`src/rtl/hazard_grid_accum.sv`:
```
// hazard_grid_accum: rasterises per-frame bounding boxes into a ROWS x COLS occupancy grid.
// Optional per-frame hazard limit enabled with `define HAZARD_LIMIT_EN.
module hazard_grid_accum #(
    parameter int ROWS    = 4,
    parameter int COLS    = 8,
    parameter int CELL_W  = 3,
    parameter int CELL_H  = 2,
    parameter int COORD_W = 5,
    parameter int MAX_HAZ = 16
) (
    input  logic                         clk,
    input  logic                         rst,
    input  logic                         frame_start,
    input  logic                         frame_end,
    input  logic                         box_valid,
    output logic                         box_ready,
    input  logic [COORD_W-1:0]           box_top,
    input  logic [COORD_W-1:0]           box_left,
    input  logic [COORD_W-1:0]           box_bottom,
    input  logic [COORD_W-1:0]           box_right,
    output logic                         busy,
    output logic                         grid_valid,
    output logic [ROWS*COLS-1:0]         grid,
    output logic                         bad_box,
    output logic [$clog2(MAX_HAZ+1)-1:0] hazard_count,
    output logic                         hazard_ovf
);

    localparam int HC_W = $clog2(MAX_HAZ+1);
    localparam logic [31:0] CW32 = CELL_W;
    localparam logic [31:0] CH32 = CELL_H;
    localparam logic [31:0] CMAX = COLS - 1;
    localparam logic [31:0] RMAX = ROWS - 1;

    typedef enum logic [1:0] {
        IDLE,
        COLLECT,
        DRAIN,
        DONE
    } state_t;

    state_t state, state_nx;
    logic   drain_cnt;

    logic xfer, bad, drop, accept;

    logic [31:0] cl, ch, rl, rh;

    logic               s1_valid;
    logic [COORD_W-1:0] s1_col_lo, s1_col_hi;
    logic [COORD_W-1:0] s1_row_lo, s1_row_hi;

    logic [ROWS*COLS-1:0] mask;
    logic [ROWS*COLS-1:0] acc;

    assign bad    = (box_left > box_right) || (box_top > box_bottom);
    assign xfer   = box_valid && box_ready && !frame_start;
    assign accept = xfer && !bad && !drop;

    // Next state and state-decoded handshake outputs; frame_start overrides all.
    always_comb begin
        state_nx  = state;
        box_ready = (state == COLLECT);
        busy      = (state == COLLECT) || (state == DRAIN);
        if (frame_start) begin
            state_nx = COLLECT;
        end else begin
            unique case (state)
                IDLE:    state_nx = IDLE;
                COLLECT: if (frame_end) state_nx = DRAIN;
                DRAIN:   if (drain_cnt) state_nx = DONE;
                DONE:    state_nx = IDLE;
                default: state_nx = IDLE;
            endcase
        end
    end

    // State register.
    always_ff @(posedge clk) begin
        if (rst) state <= IDLE;
        else     state <= state_nx;
    end

    // Two-cycle drain so the last box leaves stage 2 before the copy.
    always_ff @(posedge clk) begin
        if (rst || frame_start || state != DRAIN) drain_cnt <= 1'b0;
        else                                      drain_cnt <= 1'b1;
    end

    // Pixel-to-cell conversion, upper bounds clamped to the grid edge.
    always_comb begin
        cl = 32'(box_left) / CW32;
        ch = 32'(box_right) / CW32;
        rl = 32'(box_top) / CH32;
        rh = 32'(box_bottom) / CH32;
        if (ch > CMAX) ch = CMAX;
        if (rh > RMAX) rh = RMAX;
    end

    // Stage 1: register cell bounds of an accepted, well-formed box.
    always_ff @(posedge clk) begin
        if (rst || frame_start) begin
            s1_valid  <= 1'b0;
            s1_col_lo <= '0;
            s1_col_hi <= '0;
            s1_row_lo <= '0;
            s1_row_hi <= '0;
        end else begin
            s1_valid <= accept;
            if (xfer) begin
                s1_col_lo <= COORD_W'(cl);
                s1_col_hi <= COORD_W'(ch);
                s1_row_lo <= COORD_W'(rl);
                s1_row_hi <= COORD_W'(rh);
            end
        end
    end

    // Malformed boxes are flagged one cycle after transfer.
    always_ff @(posedge clk) begin
        if (rst || frame_start) bad_box <= 1'b0;
        else                    bad_box <= xfer && bad;
    end

    // Cells covered by the stage-1 rectangle; an out-of-grid start matches nothing.
    for (genvar r = 0; r < ROWS; r++) begin : g_row
        for (genvar c = 0; c < COLS; c++) begin : g_col
            localparam logic [31:0] RI = r;
            localparam logic [31:0] CI = c;
            assign mask[r*COLS+c] = (RI >= 32'(s1_row_lo)) &&
                                    (RI <= 32'(s1_row_hi)) &&
                                    (CI >= 32'(s1_col_lo)) &&
                                    (CI <= 32'(s1_col_hi));
        end
    end

    // Stage 2: OR the rectangle into the frame accumulator.
    always_ff @(posedge clk) begin
        if (rst || frame_start) acc <= '0;
        else if (s1_valid)      acc <= acc | mask;
    end

    // Publish the finished frame; grid holds until the next publish.
    always_ff @(posedge clk) begin
        if (rst) begin
            grid       <= '0;
            grid_valid <= 1'b0;
        end else begin
            grid_valid <= (state == DONE) && !frame_start;
            if ((state == DONE) && !frame_start) grid <= acc;
        end
    end

`ifdef HAZARD_LIMIT_EN
    logic [HC_W-1:0] hcnt;
    logic            hovf;

    assign drop         = (hcnt == HC_W'(MAX_HAZ));
    assign hazard_count = hcnt;
    assign hazard_ovf   = hovf;

    // Saturating per-frame count of well-formed boxes; excess ones are dropped.
    always_ff @(posedge clk) begin
        if (rst || frame_start) begin
            hcnt <= '0;
            hovf <= 1'b0;
        end else if (xfer && !bad) begin
            if (drop) hovf <= 1'b1;
            else      hcnt <= hcnt + HC_W'(1);
        end
    end
`else
    assign drop         = 1'b0;
    assign hazard_count = '0;
    assign hazard_ovf   = 1'b0;
`endif

endmodule

```
`config.mk`:
```
export PLATFORM = sky130hd
export DESIGN_NAME = hazard_grid_accum
export DESIGN_NICKNAME = d
export VERILOG_FILES = /design/src/rtl/hazard_grid_accum.sv
export SDC_FILE = /design/constraint.sdc
export NUM_CORES = 1
export LEC_CHECK = 0
export ABC_AREA = 1
export CORE_MARGIN = 2
export CORE_UTILIZATION = 56
export DETAILED_ROUTE_END_ITERATION = 12
export PLACE_DENSITY = 0.86
export SLEW_MARGIN = 20
export SYNTH_ARGS = -nofsm -noshare
export SYNTH_HDL_FRONTEND = slang
export SYNTH_SLANG_ARGS = --single-unit
```
`constraint.sdc`:
```
create_clock -name clk -period 4.9 [get_ports clk]
set_clock_uncertainty 0.2 [all_clocks]
set_input_delay 1.225 -clock clk [delete_from_list [all_inputs] [get_ports clk]]
set_output_delay 1.225 -clock clk [all_outputs]
set_load 0.02 [all_outputs]
```
==> reports/results.tsv <==
stage	metric	value	unit
min_path	Hold/Removal Path Class	flip-flop to flip-flop	
setup_path	startpoint types	input port	
finish	n_diodes	0	
yosys	Yosys cell types	33	
sta	Tmin final	3.462	ns
yosys	largest family of logic cells by synthesized area	simple AND/OR/NAND/NOR gates	
yosys	Yosys reg bits	86	
min_path	hold_sp	s1_row_hi[2]	
clock_tree	CTS Root Cell	clkbuf_8	
pwr	Pwr Density	302.4	nW/um^2
setup_path	CP Capture Type	flip-flop	
setup_path	r2r setup slk	2.71	ns
yosys	Post-Synthesis Cells	509	
setup_path	worst-case reg-to-reg path depth	6	
clock_tree	H-tree depth	3	
min_path	Hold Path End	s1_row_hi[2]	
clock_tree	clk_lat worst skew	0.35	ns
yosys	Syn Area/Cell	7.505	um^2
global_route	vias in the first global route	3148	
sta	Max Slew Vio Count	0	
pwr	peak supply drop	132.2	uV
yosys	Compound-Gate Fraction of Synth Area	0.1729	
setup_path	CP dominant cell by count	nand2_1	
die	Die W	86.59	um
yosys	Synth Area in Simple Gates	0.2070	
die	CORE AREA	6681	um^2
yosys	YS warnings	0	
route	DRT antenna net count	0	
sta	final setup TNS	0	ns
clock_tree	sinks on the clock net	86	
setup_path	WP data required	4.94	ns
sta	final setup fails	0	
setup_path	reg2reg end	grid[15]	
die	Rows	30	
sta	worst-margin pin slew	0.9967	ns
global_route	GR Overflow Total	0	
finish	fraction of layout cells with a size suffix above 1	0.05789	
sta	fmax	288.8	MHz
clock_tree	total CTS buffers	9	
yosys	Seq/Total Area, Yosys	0.4507	
setup_path	critical path type	input port to flip-flop	
global_route	largest net degree at the start of global routing	51	
finish	commonest non-fill, non-tap cell in the layout	nand2_1	
pwr	Pleak	1.884	nW
setup_path	CP Max Fanout	6	
die	Die Height	86.59	um
global_route	first-pass GRT wire length	13.57	mm
placement	Final Wtd Congestion	0.7905	
placement	placed cell area	4467	um^2
sta	max-slew headroom at the worst pin	0.3339	
setup_path	Cell Chain, Critical Path	clkdlybuf4s50_1 > ha_1 > mux2_2 > nand2_1 > nand2_1 > inv_1 > ha_1 > inv_1 > nand2_2 > o21ai_1 > nand3_1 > nand2_1 > nor2_1 > nor2_1	
clock_tree	clk slew on worst S/H paths	0.08	ns
route	Starting DRT DRC Count	222	
route	Vias/cell	5.335	
route	DRT Pass-1 Iters	5	
job	Max-Cap Viols	0	
setup_path	slowest CP cell	clkdlybuf4s50_1	
clock_tree	CTS resizes	0	
yosys	synthesized area	3820	um^2
clock_tree	CTS tree	done	
setup_path	RR Startpoint	state[0]	
yosys	Synth Area in XOR/XNOR	0.002293	
finish	Area Overhead vs Synth	22.67	%
clock_tree	Max clock buf depth	2	
sta	period utilisation layout	0.7066	
route	drt drc	0	
run_status	status	completed	
setup_path	CP arrival	3.51	ns
sta	Hold Vio Cnt, Final	0	
setup_path	worst stage delay on the critical path	0.59	ns
die	Die ar.	7498	um^2
min_path	WHS Path Cells	2	
clock_tree	Post-CTS Hold Fix Bufs	0	
placement	detailed placer's ending HPWL	5.936	mm
global_route	Tot GR Track Use	0.2262	
finish	Final Cell Area	4686	um^2
route	Vias	3468	
finish	fin nets	609	
finish	commonest non-fill, non-tap cells in the layout	97 x nand2_1, 86 x dfxtp_1, 72 x inv_1	
route	DRT Wirelength	8.137	mm
die	I/O Pins	67	
yosys	adder-cell share of the synthesized area	0.05896	
sta	RSZ-0062 raised after global routing	no	
yosys	multiplexer area fraction after synthesis	0.005568	
placement	I/O Buffers	60	
die	Initial Util	0.5717	
route	drt wl/cell	12.52	um
clock_tree	Setup Buffers After CTS	0	
global_route	initial antenna violation count	0	
## logic make-up (layout without fill, tap and decap cells)
group | count (synthesis) | after routing
other | 1 | 6
AND/OR/NAND/NOR | 192 | 192
XOR/XNOR | 1 | 1
multiplexers | 2 | 2
AO/OA/AOI/OAI | 112 | 112
buffers and inverters | 97 | 153
adder cells (fa/ha/maj) | 18 | 18
flip-flops | 86 | 86
## power by group
part           internal, W  leakage (nW)  switching [W]
sequential        0.000706         0.694     0.00000518
clock             0.000289         0.104       0.000253
combinational    0.0000651          1.09      0.0000980
## synth_stat cells (all sizes together)
master  number  share of area
a41oi        2         0.0046
a21o         1         0.0020
dfxtp       86           0.45
o221ai       2         0.0046
inv         74          0.073
nand3       16          0.024
a211oi      29          0.057
nor2        65          0.066
xnor2        1         0.0023
or2          1         0.0016
buf          9          0.015
ha          18          0.059
mux2i        1         0.0026
o22ai        3         0.0049
conb         1        0.00098
clkbuf      14          0.014
nand2      101           0.10
a21oi       57          0.075
o21bai       1         0.0020
o21ai       17          0.023
nor3         6         0.0079
nand4        1         0.0016
mux2         1         0.0029
nand3b       2         0.0039
## layout make-up
type,instances,area (um^2)
clock buffers,9,123.9
clock inverters,6,95.09
fillers,525,1996
inverters,74,277.8
multi-input cells,331,1737
flip-flops and latches,86,1722
well taps,80,100.1
repair buffers,64,630.6
## flip-flops by register name, summed over array words and instances, names as in the netlist
signal      count
grid_valid      1
bad_box         1
s1_row_lo       4
state           2
s1_col_lo       4
acc            32
s1_valid        1
grid           32
drain_cnt       1
s1_col_hi       4
s1_row_hi       4
## critical path: cells and delay by family
| kind | cells | cell delay (ns) |
|---|---|---|
| adders and majority gates | 2 | 0.48 |
| and+or+nand+nor | 7 | 0.62 |
| muxes | 1 | 0.37 |
| buffers and inverters | 3 | 0.75 |
| AOI/OAI and AO/OA | 1 | 0.07 |
## worst max path at each step
stage            startpoint            to  slack, ns  cells past startpoint
3_5_place_dp   box_right[4]  s1_col_hi[0]       1.10                     15
6_report       box_right[4]  s1_col_hi[0]       1.44                     14
5_1_grt        box_right[4]  s1_col_hi[0]       1.24                     15
4_1_cts        box_right[4]  s1_col_hi[0]       1.47                     14
2_1_floorplan  box_right[3]  s1_col_hi[0]       1.91                     16
3_3_place_gp   box_right[4]  s1_col_hi[0]       1.29                     15
## per-layer routing
| layer | GRT usage | vias to the layer above | share of wire |
|---|---|---|---|
| met2 | 0.3923 | 124 | 0.49 |
| met5 | 0 | - | 0 |
| met4 | 0.08665 | 0 | 0.015 |
| li1 | - | 1755 | - |
| met3 | 0.05143 | 13 | 0.061 |
| met1 | 0.2725 | 1576 | 0.43 |
## stage by stage
| step | setup WS [ns] | instances | util | total power, W | hold WS, ns |
|---|---|---|---|---|---|
| 3_3_place_gp | 1.286 | 635 | 0.6685 | 0.0008815 | 0.2284 |
| 5_1_grt | 1.238 | 650 | 0.7013 | 0.001473 | 0.2760 |
| 4_1_cts | 1.467 | 650 | 0.7013 | 0.001421 | 0.2434 |
| 6_report | 1.438 | 650 | 0.7013 | 0.001417 | 0.2484 |
| 2_1_floorplan | 1.913 | 514 | - | 0.0008337 | 0.2190 |
| 3_5_place_dp | 1.099 | 635 | 0.6685 | 0.0008896 | 0.2296 |
(Power assumes the default switching activity.)
